### config.mk
export PLATFORM = sky130hd
export DESIGN_NAME = adder_result_buffer
export DESIGN_NICKNAME = d
export VERILOG_FILES = /design/src/rtl/adder_result_buffer.sv
export SDC_FILE = /design/constraint.sdc
export NUM_CORES = 1
export LEC_CHECK = 0
export ABC_AREA = 1
export CAP_MARGIN = 15
export CELL_PAD_IN_SITES_DETAIL_PLACEMENT = 1
export CELL_PAD_IN_SITES_GLOBAL_PLACEMENT = 1
export CORE_MARGIN = 3
export CORE_UTILIZATION = 48
export CTS_CLUSTER_SIZE = 28
export DETAILED_ROUTE_END_ITERATION = 10
export PLACE_DENSITY = 0.83
export SYNTH_ARGS = -nofsm -noshare
export SYNTH_HDL_FRONTEND = slang
export SYNTH_SLANG_ARGS = --single-unit
### constraint.sdc
create_clock -name clk -period 9.5 [get_ports clk]
set_input_delay 1.9 -clock clk [delete_from_list [all_inputs] [get_ports clk]]
set_output_delay 1.9 -clock clk [all_outputs]
set_load 0.01 [all_outputs]
### src/rtl/adder_result_buffer.sv
// -----------------------------------------------------------------------------
// adder_result_buffer
//
// Captures every valid sum produced by the IO-registered pipelined adder and
// hands it to a consumer through a first-word-fall-through queue. The adder
// cannot be stalled, so the block also keeps a credit count: an upstream launch
// is only accepted while storage plus in-flight results still fit in DEPTH
// entries. Each accepted launch reserves a slot, and each returning result
// consumes that reservation.
//
// Handshake: m_valid/m_ready follow strict valid/ready semantics. A transfer
// happens on a rising edge where both are high. While m_valid is high and
// m_ready is low, m_data stays stable. m_valid never depends on m_ready.
// The upstream side has no ready signal. issue is honoured only while
// can_issue = 1, and v_in is always sampled.
//
// Ports:
//   clk           single clock; all state changes on its rising edge
//   rst           asynchronous, active-high reset
//   issue         upstream launches one adder operation this cycle
//   can_issue     a slot is free for another launch (registered state only)
//   v_in, sum_in  adder result valid / value
//   m_valid       head entry available
//   m_data        head entry value
//   m_ready       consumer accepts the head entry
//   count         entries currently stored
//   outstanding   accepted launches whose result has not yet returned
//   err_overflow  sticky: v_in arrived with storage full and no pop
//   err_credit    sticky: issue asserted while can_issue = 0
//   err_underflow sticky: v_in arrived with nothing outstanding
// -----------------------------------------------------------------------------
module adder_result_buffer #(
    parameter int  WIDTH = 16,
    parameter int  DEPTH = 8,
    localparam int CW    = $clog2(DEPTH) + 1
) (
    input  logic             clk,
    input  logic             rst,
    input  logic             issue,
    output logic             can_issue,
    input  logic             v_in,
    input  logic [WIDTH-1:0] sum_in,
    output logic             m_valid,
    output logic [WIDTH-1:0] m_data,
    input  logic             m_ready,
    output logic [CW-1:0]    count,
    output logic [CW-1:0]    outstanding,
    output logic             err_overflow,
    output logic             err_credit,
    output logic             err_underflow
);

    localparam int AW = CW - 1;

    logic [WIDTH-1:0] mem [DEPTH];
    logic [CW-1:0]    wr_ptr;
    logic [CW-1:0]    rd_ptr;
    logic [CW-1:0]    count_q;
    logic [CW-1:0]    outstanding_q;

    logic             full;
    logic             push;
    logic             pop;
    logic             issue_acc;
    logic             ret;
    logic [CW:0]      credit_sum;

    // Equal low bits with different wrap bits means the writer is a full lap
    // ahead of the reader.
    assign full = (wr_ptr[AW-1:0] == rd_ptr[AW-1:0]) &&
                  (wr_ptr[CW-1] != rd_ptr[CW-1]);

    assign m_valid = (count_q != '0);
    assign m_data  = mem[rd_ptr[AW-1:0]];

    assign pop  = m_valid & m_ready;
    // A full queue can still accept a result in the same cycle it drains one.
    assign push = v_in & (~full | pop);

    // Credits come only from registered state. This keeps the path from issue,
    // v_in and m_ready to can_issue free of combinational loops.
    assign credit_sum = {1'b0, count_q} + {1'b0, outstanding_q};
    assign can_issue  = (credit_sum < (CW+1)'(DEPTH));

    assign issue_acc = issue & can_issue;
    // A result with nothing outstanding is a protocol error. The count is held
    // at zero instead of being allowed to wrap.
    assign ret       = v_in & (outstanding_q != '0);

    assign count       = count_q;
    assign outstanding = outstanding_q;

    always_ff @(posedge clk or posedge rst) begin
        if (rst) begin
            for (int i = 0; i < DEPTH; i++) begin
                mem[i] <= '0;
            end
        end else if (push) begin
            mem[wr_ptr[AW-1:0]] <= sum_in;
        end
    end

    always_ff @(posedge clk or posedge rst) begin
        if (rst) begin
            wr_ptr        <= '0;
            rd_ptr        <= '0;
            count_q       <= '0;
            outstanding_q <= '0;
        end else begin
            if (push) begin
                wr_ptr <= wr_ptr + 1'b1;
            end
            if (pop) begin
                rd_ptr <= rd_ptr + 1'b1;
            end
            count_q       <= count_q + {{(CW-1){1'b0}}, push}
                                     - {{(CW-1){1'b0}}, pop};
            outstanding_q <= outstanding_q + {{(CW-1){1'b0}}, issue_acc}
                                           - {{(CW-1){1'b0}}, ret};
        end
    end

    always_ff @(posedge clk or posedge rst) begin
        if (rst) begin
            err_overflow  <= 1'b0;
            err_credit    <= 1'b0;
            err_underflow <= 1'b0;
        end else begin
            if (v_in && full && !pop) begin
                err_overflow <= 1'b1;
            end
            if (issue && !can_issue) begin
                err_credit <= 1'b1;
            end
            if (v_in && (outstanding_q == '0)) begin
                err_underflow <= 1'b1;
            end
        end
    end

endmodule

==> metrics.txt <==
Required @ worst endpoint=9.80 ns; Area Growth Syn to Fin=13.2%; Worst Path Buf+Inv=2; clock tree sinks=approximately 150; outcome=finished, final reports clean; Worst Hold Launch=err_credit$_DFFE_PP0P_; Chip Height=around 130 um; Resized Gates After CTS=0; clock root cell=clkbuf_16; synthesized area=0.00760 mm2; Crit. Startpoint=m_ready; final setup margin=between 4 and 5 ns; clk slew on worst S/H paths=about 0.060 ns; post-synthesis sequential area ratio=0.484; postcts setup bufs=0; Post-Route WL=approximately 25000 um; drt first pass iters=5; most common cell after layout, fill and taps aside=nand2_1; Tot GR Track Use=0.290; Die Wd=around 130 um; worst min-delay path class=reg2reg; worst slew pin tran=0.987 ns; TritonCTS clock tree=built; worst-path fanout max=93; net count after synthesis=roughly 990; vias in the first global route=around 7500; Synth Instances=948; GPL Wtd Cong=between 0.7 and 0.8; Leak Pwr=between 4 and 5 nW; Initial DRC Count=between 600 and 700; fin nets=just under 1000; unrepaired setup endpoints after global routing=false; Final Skew=0.00614 ns; fin crit share=0.503; fraction of registers with async set/reset=1.00; first-pass GRT wire length=between 40000 and 50000 um; core area=0.0154 mm2; Slew HR=0.342; most used cell, CP=nand2_1; worst slack at placement=approximately 4.4 ns; setup-violating endpoint count in the final report=0; slowest stage delay, CP=0.85 ns; Fin Setup TNS=0 ns; TritonCTS Buffers=17; CTS max path bufs=2; syn avg cell area=~8 um2; detailed placement HPWL=around 15000 um; CP max stage cell=nand3_1; Residual DRC=0; top cells by area, synth=dfrtp_1, nand2_1, nand4_1; antenna viol nets, final=0; vias per cell=between 6 and 7; CP Cell Sequence=clkdlybuf4s50_1 -> nand2_1 -> nand3_4 -> buf_4 -> nand3_1 -> nand2_1 -> nand2_1; FF-to-FF Start=rd_ptr[2]$_DFFE_PP0N_; CP Data Arrival Time=5.08 ns; Max VDD drop=about 0.00023 V; Initial Utilization=0.495; remaining global-route overflow=0; largest net degree at the start of global routing=94; Synth top area share=0.484; Final Hold Fails=0; share of layout cells above drive strength 1=0.0693; startpoint types=input pin; wire per inst=approximately 21 um; critical path's top delay family=simple AND/OR/NAND/NOR gates; cts hold-fix bufs=0; Ports=50; pwr dens=391 mW/mm2; FP Rows=45; kind of critical path=in2reg; htree depth=4; post-route minimum period=between 4 and 5 ns; Yosys Warn Count=0; max-slew violations=0; most frequent cells in the layout=nand2_1, dfrtp_1, nand4_1; FF+latch count, synth=between 100 and 150; total vias in the final route=7147; CP Capture Type=flop; PortBufs=between 40 and 50; Peak Freq=0.209 GHz; Post-synth EDFFs=0; initial antenna violation count=0; number of max-cap violations=0; final antenna diode count=0; clock latency on the worst-skew pair=0.42 ns; Die ar.=0.0174 mm2; Synth cell types=27; ys flop type=dfrtp_1; area leader, netlist=dfrtp_1
layout make-up:
class,instances,area [um2]
clock buffer,21,470
clock inverter,10,108
fill,1856,6770
inverter,27,106
multi-input combinational,685,3380
sequential,147,3680
tap,211,264
timing repair buffer,62,598
synth_stat cells, types with 9 or more instances:
library cell  count
buf_1            14
clkbuf_1         39
nand3_1          12
nor2_1           70
nand2_1         332
clkbuf_2         10
nand4_1         129
o21ai_0          66
inv_1            21
buf_2            10
dfrtp_1         147
ha_1             15
o22ai_1          32
buf_6             9
through the flow:
step	util	instance area [um2]	power (mW)	std cells	hold WS (ns)
6_report	0.560	8600	3.36	1163	0.460
5_1_grt	0.560	8600	3.61	1163	0.478
4_1_cts	0.558	8580	3.36	1162	0.463
3_5_place_dp	0.521	8010	2.67	1131	0.449
3_3_place_gp	0.521	8010	2.56	1131	0.440
2_1_floorplan	-	7600	2.08	948	0.437
cell families after synthesis:
group                      after synthesis  share of synthesized area
xor gates and xnor gates                 8                    0.00922
and+or+nand+nor                        556                      0.329
AOI/OAI and AO/OA                      104                     0.0749
adders and majority gates               17                     0.0300
DFF                                    147                      0.484
buffers and inverters                  116                     0.0729
registers in the layout (all words and copies together), names as in the netlist:
| register | flops |
|---|---|
| count | 4 |
| rd_ptr | 4 |
| outstanding | 4 |
| err_underflow | 1 |
| wr_ptr | 4 |
| err_credit | 1 |
| mem | 128 |
| err_overflow | 1 |
path summary, 6_finish.rpt:
| kind | endpoint | slack [ns] | depth (start not counted) |
|---|---|---|---|
| worst max register to register | mem[102]$_DFFE_PP0P_ | 5.26 | 9 |
| worst min-delay path | err_credit$_DFFE_PP0P_ | 0.46 | 1 |
| min in group asynchronous | mem[7]$_DFFE_PP0P_ | 1.95 | 2 |
| max in group asynchronous | mem[58]$_DFFE_PP0P_ | 6.08 | 3 |
| worst min register to register | err_credit$_DFFE_PP0P_ | 0.46 | 1 |
| worst max-delay path | mem[102]$_DFFE_PP0P_ | 4.72 | 7 |
power breakdown:
| part | total (mW) | leakage, nW | switching [mW] | internal (mW) |
|---|---|---|---|---|
| sequential | 1.13 | 1.84 | 0.210 | 0.918 |
| clock | 0.670 | 0.281 | 0.267 | 0.404 |
| combinational | 1.56 | 2.12 | 0.980 | 0.585 |
| total | 3.36 | 4.24 | 1.46 | 1.91 |
metal layers:
metal,part of all wire,up-vias,GRT usage
li1,-,3191,-
met3,0.056,40,0.0450
met5,0,-,0
met2,0.49,279,0.474
met4,0.019,0,0.101
met1,0.43,3637,0.397
(Power assumes the default switching activity.)
==> RTL edit (config.mk and constraints unchanged) <==
Set the parameter `DEPTH` to 4 (it was 8).
--- a/src/rtl/adder_result_buffer.sv
+++ b/src/rtl/adder_result_buffer.sv
@@ -32,5 +32,5 @@
 module adder_result_buffer #(
     parameter int  WIDTH = 16,
-    parameter int  DEPTH = 8,
+    parameter int  DEPTH = 4,
     localparam int CW    = $clog2(DEPTH) + 1
 ) (
Ports: changed (resized count and outstanding); port bits go from 50 to 48. No check against the original RTL was run, so the function may have changed too.
==> RTL edit against the original RTL <==
- synthesized cell count shrank 52%
- sequential cell count shrank 68
- via count down 52%
- area after synthesis fell by 49%
- power is 49% lower
- first-iteration DRC count is 70% lower
- clock power is 66% lower
- wire length fell by 55%
- global-route usage decreased by 3.5 points
- combinational power shrank 44%
- cell area is 47% lower
- worst setup slack better by 0.32 ns
- critical path type unchanged
- largest cell class unchanged
- highest routed layer unchanged
==> RTL edit: results (changes against the original RTL) <==
CELLS AND AREA
--------------------------------------------------------------------------------------------------
Number of non-filler instances in the completed layout                                         591   -49%
Nonclk inv count                                                                                16   -41%
Share of cell area taken by flip-flops and latches                                          43.72%   +0.95 points
Largest register FFs                                                                            64   -50%
Fraction of area in non-clock buffers                                                       10.79%   +3.8 points
Multi-input combinational gate total                                                           328   -52%
Fill cell instance count of the final layout                                                   917   -51%

PLACED DESIGN
--------------------------------------------------------------------------------------------------
Number of port buffers                                                                          47   -4.1%
Cell area after placement                                                                4357 um^2   -46%
Pre-CTS worst setup slack                                                                 4.700 ns   +0.3094 ns
Routability cong.                                                                           0.7877   -0.40%
Final HPWL from detailed placement                                                        6.586 mm   -55%

CLOCK NETWORK
--------------------------------------------------------------------------------------------------
H-tree depth                                                                                     3   -1
Clock transition time at the flip-flop clock pins of the worst setup and hold paths        0.08 ns   +0.02 ns

TIMING
--------------------------------------------------------------------------------------------------
Fin Hold WS                                                                              0.4730 ns   +0.01274 ns
Worst clock skew                                                                       0.007019 ns   +0.0008824 ns

ROUTING
--------------------------------------------------------------------------------------------------
Via density                                                                                  5.846   -4.9%

WORST SETUP PATH
--------------------------------------------------------------------------------------------------
Data arrival time of the critical path                                                     4.74 ns   -0.34 ns
Biggest cell delay along the critical path                                                 0.63 ns   -0.22 ns
Top fanout value on the critical path                                                           72   -23%
Cell with the largest stage delay on the worst path                                   sky130_fd_sc_hd__nand3_4

GLOBAL ROUTING
--------------------------------------------------------------------------------------------------
Met2 routing resource usage after global routing                                            40.71%   -6.7 points

YOSYS
--------------------------------------------------------------------------------------------------
Number of instances in the synthesized netlist                                                 459   -52%
Post-synth net total                                                                           493   -50%
Count of distinct cell types in the synthesized netlist                                         25   -7.4%

PWR
--------------------------------------------------------------------------------------------------
Power per unit of standard cell area                                                  375.7 nW/um^2   -3.9%
Static leakage power                                                                   0.002186 uW   -48%

STATUS
--------------------------------------------------------------------------------------------------
Status                                                                                   completed

[RTL edit: logic make-up (layout without fill, tap and decap cells)]
family / count (synthesis) / after routing / share of synthesized area, %
buffers and inverters: 52 / 82 / 5.705
DFF: 79 / 79 / 50.64
AOI/OAI and AO/OA: 54 / 54 / 7.660
and+or+nand+nor: 253 / 253 / 29.65
xor gates and xnor gates: 8 / 8 / 1.795
adders and majority gates: 13 / 13 / 4.551
[RTL edit: power groups by stage]
| stage | registers, uW | clock network, uW | logic, uW |
|---|---|---|---|
| global placement | 600 | 0 | 834 |
| CTS | 604 | 226 | 883 |
| finish | 603 | 225 | 871 |
| floorplan | 582 | 0 | 542 |
| detailed placement | 610 | 0 | 875 |
| global route | 626 | 244 | 972 |
[RTL edit: metal layers]
metal | up-vias | wire length (um)
met5 | - | 0
met4 | 0 | 190
met3 | 20 | 457
met2 | 79 | 5768
met1 | 1750 | 4703
li1 | 1606 | -
